[src/rtl/sched_pkg.sv]
// Shared definitions for the round-robin select scheduler.
// Provides the FSM state type, the requester/index/counter widths, and the
// rotating-priority winner search used by the scheduler top.
package sched_pkg;

    localparam int unsigned N_REQ = 8;
    localparam int unsigned IDX_W = 3;
    localparam int unsigned CNT_W = 8;

    typedef enum logic [0:0] {
        StIdle  = 1'b0,
        StGrant = 1'b1
    } state_e;

    // First set bit of req, searching from ptr upward with wrap-around.
    // Rotating req right by ptr turns the search into a plain lowest-bit scan;
    // the modulo-8 wrap of the result falls out of the IDX_W-bit add.
    function automatic logic [IDX_W-1:0] next_rr(input logic [N_REQ-1:0] req,
                                                 input logic [IDX_W-1:0] ptr);
        logic [N_REQ-1:0] rot;
        logic [IDX_W-1:0] off;
        rot = N_REQ'({req, req} >> ptr);
        off = '0;
        for (int i = N_REQ - 1; i >= 0; i--) begin
            if (rot[i]) begin
                off = IDX_W'(i);
            end
        end
        return ptr + off;
    endfunction

endpackage

[src/rtl/rr_select_scheduler_if.sv]
// Requester-side bus of the select scheduler.
//   req       : request vector, bit i = requester i wants the select
//   done      : release strobe from the current owner
//   gnt       : one-hot grant (zero when no grant is active)
//   gnt_idx   : index of the current / last owner
//   gnt_valid : a grant is active
//   timeout   : one-cycle pulse after a forced release
// master = requester agents, slave = scheduler.
interface rr_select_scheduler_if;
    import sched_pkg::*;

    logic [N_REQ-1:0] req;
    logic             done;
    logic [N_REQ-1:0] gnt;
    logic [IDX_W-1:0] gnt_idx;
    logic             gnt_valid;
    logic             timeout;

    modport master (
        output req,
        output done,
        input  gnt,
        input  gnt_idx,
        input  gnt_valid,
        input  timeout
    );

    modport slave (
        input  req,
        input  done,
        output gnt,
        output gnt_idx,
        output gnt_valid,
        output timeout
    );

endinterface

[src/rtl/sel_onehot_dec.sv]
// Registered-input 3-to-8 select decode.
// Registers the next owner index and valid flag, then decodes the registered
// index to a one-hot line, forced to zero while valid is low. Because the
// one-hot is a pure function of these two flops it always matches idx_o.
//   clk, rst   : clock, synchronous active-high reset
//   idx_i      : next-cycle owner index
//   valid_i    : next-cycle grant active
//   idx_o      : registered owner index
//   valid_o    : registered grant active
//   onehot_o   : decode of idx_o gated by valid_o
module sel_onehot_dec
    import sched_pkg::*;
(
    input  logic             clk,
    input  logic             rst,
    input  logic [IDX_W-1:0] idx_i,
    input  logic             valid_i,
    output logic [IDX_W-1:0] idx_o,
    output logic             valid_o,
    output logic [N_REQ-1:0] onehot_o
);

    logic [IDX_W-1:0] idx_q;
    logic             valid_q;

    always_ff @(posedge clk) begin
        if (rst) begin
            idx_q   <= '0;
            valid_q <= 1'b0;
        end else begin
            idx_q   <= idx_i;
            valid_q <= valid_i;
        end
    end

    always_comb begin
        onehot_o = '0;
        if (valid_q) begin
            onehot_o[idx_q] = 1'b1;
        end
    end

    assign idx_o   = idx_q;
    assign valid_o = valid_q;

endmodule

[src/rtl/rr_select_scheduler.sv]
// Round-robin owner of a shared 3-bit select / 8-line one-hot decode.
// In idle the first requester at or after the priority pointer wins; the grant
// is held until done, owner withdrawal or MAX_HOLD cycles, after which the
// pointer moves past the owner. One idle cycle always separates two owners.
//   clk, rst : clock, synchronous active-high reset
//   bus      : requester bus (req/done in, gnt/gnt_idx/gnt_valid/timeout out)
// Parameter MAX_HOLD: longest grant in cycles, legal range 1..255.
module rr_select_scheduler
    import sched_pkg::*;
#(
    parameter int unsigned MAX_HOLD = 15
) (
    input  logic                 clk,
    input  logic                 rst,
    rr_select_scheduler_if.slave bus
);

    state_e           state_q, state_d;
    logic [IDX_W-1:0] ptr_q, ptr_d;
    logic [CNT_W-1:0] hold_cnt_q, hold_cnt_d;
    logic             timeout_q, timeout_d;

    logic [IDX_W-1:0] idx_q, idx_d;
    logic             valid_d;
    logic             valid_q;

    logic normal_rel;
    logic hold_exp;

    // A voluntary release takes precedence, so timeout only flags a pure expiry.
    assign normal_rel = bus.done | ~bus.req[idx_q];
    assign hold_exp   = (hold_cnt_q == CNT_W'(MAX_HOLD - 1));

    always_comb begin
        state_d    = state_q;
        ptr_d      = ptr_q;
        hold_cnt_d = hold_cnt_q;
        timeout_d  = 1'b0;
        idx_d      = idx_q;
        unique case (state_q)
            StIdle: begin
                if (|bus.req) begin
                    state_d    = StGrant;
                    idx_d      = next_rr(bus.req, ptr_q);
                    hold_cnt_d = '0;
                end
            end
            StGrant: begin
                if (normal_rel || hold_exp) begin
                    state_d    = StIdle;
                    ptr_d      = idx_q + IDX_W'(1);
                    hold_cnt_d = '0;
                    timeout_d  = ~normal_rel;
                end else begin
                    hold_cnt_d = hold_cnt_q + CNT_W'(1);
                end
            end
            default: begin
                state_d = StIdle;
            end
        endcase
        valid_d = (state_d == StGrant);
    end

    always_ff @(posedge clk) begin
        if (rst) begin
            state_q    <= StIdle;
            ptr_q      <= '0;
            hold_cnt_q <= '0;
            timeout_q  <= 1'b0;
        end else begin
            state_q    <= state_d;
            ptr_q      <= ptr_d;
            hold_cnt_q <= hold_cnt_d;
            timeout_q  <= timeout_d;
        end
    end

    // Owner index and valid live in the decoder so gnt can never disagree with gnt_idx.
    sel_onehot_dec u_dec (
        .clk      (clk),
        .rst      (rst),
        .idx_i    (idx_d),
        .valid_i  (valid_d),
        .idx_o    (idx_q),
        .valid_o  (valid_q),
        .onehot_o (bus.gnt)
    );

    assign bus.gnt_idx   = idx_q;
    assign bus.gnt_valid = valid_q;
    assign bus.timeout   = timeout_q;

endmodule
[src/flat_wrapper.sv]
// flat-port wrapper written by rule: the top's interface ports become plain ports
module rr_select_scheduler_flat import sched_pkg::*;
#(
    parameter int unsigned MAX_HOLD = 15
)
  (clk, rst, bus_req, bus_done, bus_gnt, bus_gnt_idx, bus_gnt_valid, bus_timeout);
  rr_select_scheduler_if bus_i ();
  input  logic clk;
  input  logic rst;
  input wire logic [$bits(bus_i.req)-1:0] bus_req;
  input wire logic [$bits(bus_i.done)-1:0] bus_done;
  output wire logic [$bits(bus_i.gnt)-1:0] bus_gnt;
  output wire logic [$bits(bus_i.gnt_idx)-1:0] bus_gnt_idx;
  output wire logic [$bits(bus_i.gnt_valid)-1:0] bus_gnt_valid;
  output wire logic [$bits(bus_i.timeout)-1:0] bus_timeout;
  assign bus_i.req = bus_req;
  assign bus_i.done = bus_done;
  assign bus_gnt = bus_i.gnt;
  assign bus_gnt_idx = bus_i.gnt_idx;
  assign bus_gnt_valid = bus_i.gnt_valid;
  assign bus_timeout = bus_i.timeout;
  rr_select_scheduler #(.MAX_HOLD(MAX_HOLD)) u_core (.clk(clk), .rst(rst), .bus(bus_i));
endmodule
[config.mk]
export PLATFORM = sky130hd
export DESIGN_NAME = rr_select_scheduler_flat
export DESIGN_NICKNAME = d
export VERILOG_FILES = /design/src/rtl/sched_pkg.sv /design/src/rtl/rr_select_scheduler_if.sv /design/src/rtl/sel_onehot_dec.sv /design/src/rtl/rr_select_scheduler.sv /design/src/flat_wrapper.sv
export SDC_FILE = /design/constraint.sdc
export NUM_CORES = 1
export LEC_CHECK = 0
export BUFFER_PORTS_ARGS = -buffer_cell sky130_fd_sc_hd__buf_2
export CAP_MARGIN = 10
export CELL_PAD_IN_SITES_DETAIL_PLACEMENT = 1
export CELL_PAD_IN_SITES_GLOBAL_PLACEMENT = 2
export CORE_AREA = 2 2 61 86
export DETAILED_ROUTE_END_ITERATION = 12
export DIE_AREA = 0 0 63 88
export PLACE_DENSITY_LB_ADDON = 0.2
export SYNTH_ARGS = -nofsm -noshare
export SYNTH_HDL_FRONTEND = slang
export SYNTH_HIERARCHICAL = 1
export SYNTH_SLANG_ARGS = --single-unit
[constraint.sdc]
create_clock -name clk -period 5.2 [get_ports clk]
set_input_delay 1.3 -clock clk [delete_from_list [all_inputs] [get_ports clk]]
set_output_delay 1.3 -clock clk [all_outputs]
set_load 0.005 [all_outputs]
==> impl_results.md <==
- Result of the run: completed
- Worst Tran Pin Value: 0.8823 ns
- Diodes inserted: 0
- Internal power contribution: 0.2878 mW
- Number of nets in the layout: 215
- CTS Root Buffer Type: sky130_fd_sc_hd__clkbuf_8
- Worst Path Arrival: 4.37 ns
- Num rows: 30
- Count of buffers added by post-CTS timing repair for setup: 0
- Final count of pins violating max slew: 0
- Final critical-path share of the clock period: 80.51%
- Category of the worst setup path capture point: flop
- Startpoint types: input port
- Minimum clock period after layout: 4.187 ns
- Worst-path clk slew: 0.07 ns
- # resized after CTS: 0
- Commonest register cell after synthesis: sky130_fd_sc_hd__dfxtp_1
- Number of hold violations in the final report: 0
- Total routing resource utilization after global routing: 17.78%
- Slew margin rel.: 41.10%
- Fmax: 0.2388 GHz
- Worst path cell trace: buf_2 > nor2_1 > mux4_2 > mux2_2 > o21ba_2 > or2_2 > fa_1 > xnor2_1 > or2_2 > a2111o_1 > o211ai_1 > nor2b_1
- Final non-filler cell area: 0.001837 mm²
- Post-synthesis sequential area ratio: 20.86%
- Power density over cell area: 246.5 mW/mm²
- Pin count of the biggest net entering global routing: 23
- Number of cells in the finished layout apart from fillers: 262
- IR Drop Worst-Case VDD: 134.1 µV
- Clock buffers created by TritonCTS: 3
- Initial DRT Pass Iterations: 4
- Category of the most critical setup path: input port to flop
- CTS Sinks: 17
- Number of I/O pins: 24
- Critical path's most frequent cell: sky130_fd_sc_hd__or2_2
- Number of violations reported at the end of detailed-routing iteration 0: 84
- Bufs and invs on worst path: 1
- Synth async-reset ratio: 0%
- Mean routed wirelength per cell: 18.27 µm
- Sequential cell fraction of total power: 39.2%
- Clock network fraction of total power: 22.2%
- Number of global-route vias before repair: 1588
- Switching part of the total power: 36.45%
- Synth unique cells: 45
- Dpl cell area: 0.001790 mm²
- Worst Path Max Fanout: 10
- Antenna-violating nets left: 0
- Fin Clk Skew: 0.006248 ns
- Max Buffers Root-to-Sink: 2
- Total of buffers placed on input and output ports: 23
- EDFF count, synth: 0
- Max stage delay cell, worst path: sky130_fd_sc_hd__mux4_2
- Total number of vias: 1566
- Largest stage delay on the critical path: 0.48 ns
- Number of warnings reported in the yosys synthesis log: 6
- Weighted congestion at the end of routability-driven global placement: 0.8008
- Half-perimeter wire length after placement: 3638 µm
- Hold buffer count at cts: 0
- Wire length of the first global-routing pass: 7886 µm
- Fraction of final layout cells with drive strength greater than 1: 28.28%
- Number of max-cap violations: 0
- Gate count of the mapped netlist: 180
- Initial antenna violation count: 0
- Leakage power summed over all cells: 0.6914 nW
- Routed wire length: 4786 µm
- Post-detailed-route via-to-cell ratio: 5.977
- Width of the die: 63 µm
- Net count of the mapped netlist: 196
- Overflow left after global routing: 0
- CTS tree: done
- Syn-to-layout area delta: 12.58%
- Clock latency of the later-clocked register in the worst-skew pair: 0.25 ns
- Final setup violation count: 0
- Cell area after synthesis: 0.001632 mm²
- Vertical extent of the die: 88 µm
- Mean instance size in the synthesized netlist: 9.064 µm²
- Top Family by Delay on Critical Path: simple AND/OR/NAND/NOR gates
- Comb power frac: 38.6%
- Path class of the lowest-slack min-delay path: flop to flop
- Maximum level of the CTS H-tree: 1
- Number of remaining DRC errors: 0
- Power spent charging and discharging nets: 0.1651 mW
- Initial core utilization: 34.23%
- Synth Register Bits: 17
- Core Box Area: 0.004767 mm²
- Unrepaired setup endpoints after global routing: false
- Data required, critical path: 5.39 ns
- Die area: 0.005544 mm²
- Total placed cells including tap cells: 258
- Setup Total Neg Slack: 0 ns
[synthesized netlist by cell type (3+ instances only)]
master | instances | area (µm²)
sky130_fd_sc_hd__a211oi_1 | 5 | 37.54
sky130_fd_sc_hd__a21oi_1 | 13 | 65.06
sky130_fd_sc_hd__a31oi_1 | 6 | 37.54
sky130_fd_sc_hd__buf_2 | 5 | 25.02
sky130_fd_sc_hd__clkbuf_1 | 5 | 18.77
sky130_fd_sc_hd__dfxtp_1 | 17 | 340.3
sky130_fd_sc_hd__ha_1 | 4 | 50.05
sky130_fd_sc_hd__inv_1 | 9 | 33.78
sky130_fd_sc_hd__mux2_2 | 3 | 33.78
sky130_fd_sc_hd__mux2i_1 | 7 | 70.07
sky130_fd_sc_hd__mux4_2 | 13 | 292.8
sky130_fd_sc_hd__nand2_1 | 13 | 48.80
sky130_fd_sc_hd__nand3_1 | 9 | 45.04
sky130_fd_sc_hd__nor2_1 | 16 | 60.06
sky130_fd_sc_hd__nor2b_1 | 6 | 37.54
sky130_fd_sc_hd__nor3_1 | 5 | 25.02
sky130_fd_sc_hd__nor4_1 | 3 | 18.77
sky130_fd_sc_hd__or2_2 | 5 | 31.28
sky130_fd_sc_hd__or3_1 | 5 | 31.28
[path summary, 6_finish.rpt]
check | startpoint | end | slack [ns] | cells after the start
max | bus_req[6] | u_core/u_dec/idx_o[2] | 1.01 | 12
min | u_core/hold_cnt_q[7] | u_core/hold_cnt_q[7] | 0.52 | 2
max reg2reg | u_core/ptr_q[0] | u_core/u_dec/idx_o[2] | 1.35 | 13
min reg2reg | u_core/hold_cnt_q[7] | u_core/hold_cnt_q[7] | 0.52 | 2
[sequential cells by signal, indices dropped and copies added, names as in the netlist]
| name | cells |
|---|---|
| u_core/hold_cnt_q | 8 |
| u_core/ptr_q | 3 |
| u_core/u_dec/idx_o | 3 |
| u_core/bus.timeout | 1 |
| u_core/state_q | 1 |
| u_core/u_dec/valid_o | 1 |
[routing by layer]
layer / global-route usage, % / vias up / share of wire (%)
li1: - / 736 / -
met2: 34.62 / 38 / 55
met3: 2.057 / 6 / 3.2
met1: 19.79 / 786 / 40
met4: 6.263 / 0 / 1.4
met5: 0 / - / 0
[per-stage QoR]
step | worst slack, ns | power (mW) | hold WS, ns | util [%]
3_5_place_dp | 0.7433 | 0.3545 | 0.5120 | 37.56
6_report | 1.013 | 0.4528 | 0.5222 | 38.53
4_1_cts | 1.011 | 0.4567 | 0.5218 | 38.53
5_1_grt | 0.8835 | 0.4866 | 0.5651 | 38.53
3_3_place_gp | 0.7692 | 0.3496 | 0.4913 | 37.56
2_1_floorplan | 1.008 | 0.3015 | 0.4741 | -
[cell type report]
cell class | count | area (µm²)
Clock buffer | 3 | 41.29
Clock inverter | 1 | 5.005
Fill cell | 583 | 2930
Inverter | 10 | 37.54
Multi-Input combinational cell | 143 | 1210
Sequential cell | 17 | 340.3
Tap cell | 64 | 80.08
Timing Repair Buffer | 24 | 122.6
[power groups by stage]
stage	Sequential (mW)	Clock, mW	Combinational, mW
global placement	0.179	0	0.171
floorplan	0.160	0	0.142
global route	0.182	0.110	0.194
finish	0.177	0.101	0.175
CTS	0.177	0.103	0.176
detailed placement	0.181	0	0.174
[worst reg2reg max path, cell delays in order (launching register included)]
cell and delay (ns):
sky130_fd_sc_hd__dfxtp_1 0.84, sky130_fd_sc_hd__mux4_2 0.62, sky130_fd_sc_hd__nor2b_1 0.15, sky130_fd_sc_hd__nor3_1 0.23
sky130_fd_sc_hd__a21oi_1 0.07, sky130_fd_sc_hd__o31ai_1 0.24, sky130_fd_sc_hd__ha_1 0.19, sky130_fd_sc_hd__inv_1 0.05
sky130_fd_sc_hd__fa_1 0.37, sky130_fd_sc_hd__xnor2_1 0.15, sky130_fd_sc_hd__or2_2 0.29, sky130_fd_sc_hd__a2111o_1 0.38
sky130_fd_sc_hd__o211ai_1 0.08, sky130_fd_sc_hd__nor2b_1 0.14
[logic make-up after synthesis]
logic type / Yosys count / share of synthesized area, %
AO/OA/AOI/OAI: 36 / 14.88
XOR/XNOR: 2 / 1.074
adder cells (fa/ha/maj): 5 / 4.295
buffers and inverters: 20 / 4.984
flip-flops: 17 / 20.86
multiplexers: 25 / 27.53
AND/OR/NAND/NOR: 75 / 26.38
[placed cells by master, fill, tap and decap left out, drive strengths merged, types with 5 or more instances in the layout]
cell type	count
or2	5
or3	5
a31oi	6
nand2	13
a21oi	13
nor2	16
mux2i	7
nor3	5
inv	10
nor2b	6
dfxtp	17
mux4	15
a211oi	5
nand3	9
buf	24
Note: power is estimated with default switching activity, not from simulation.
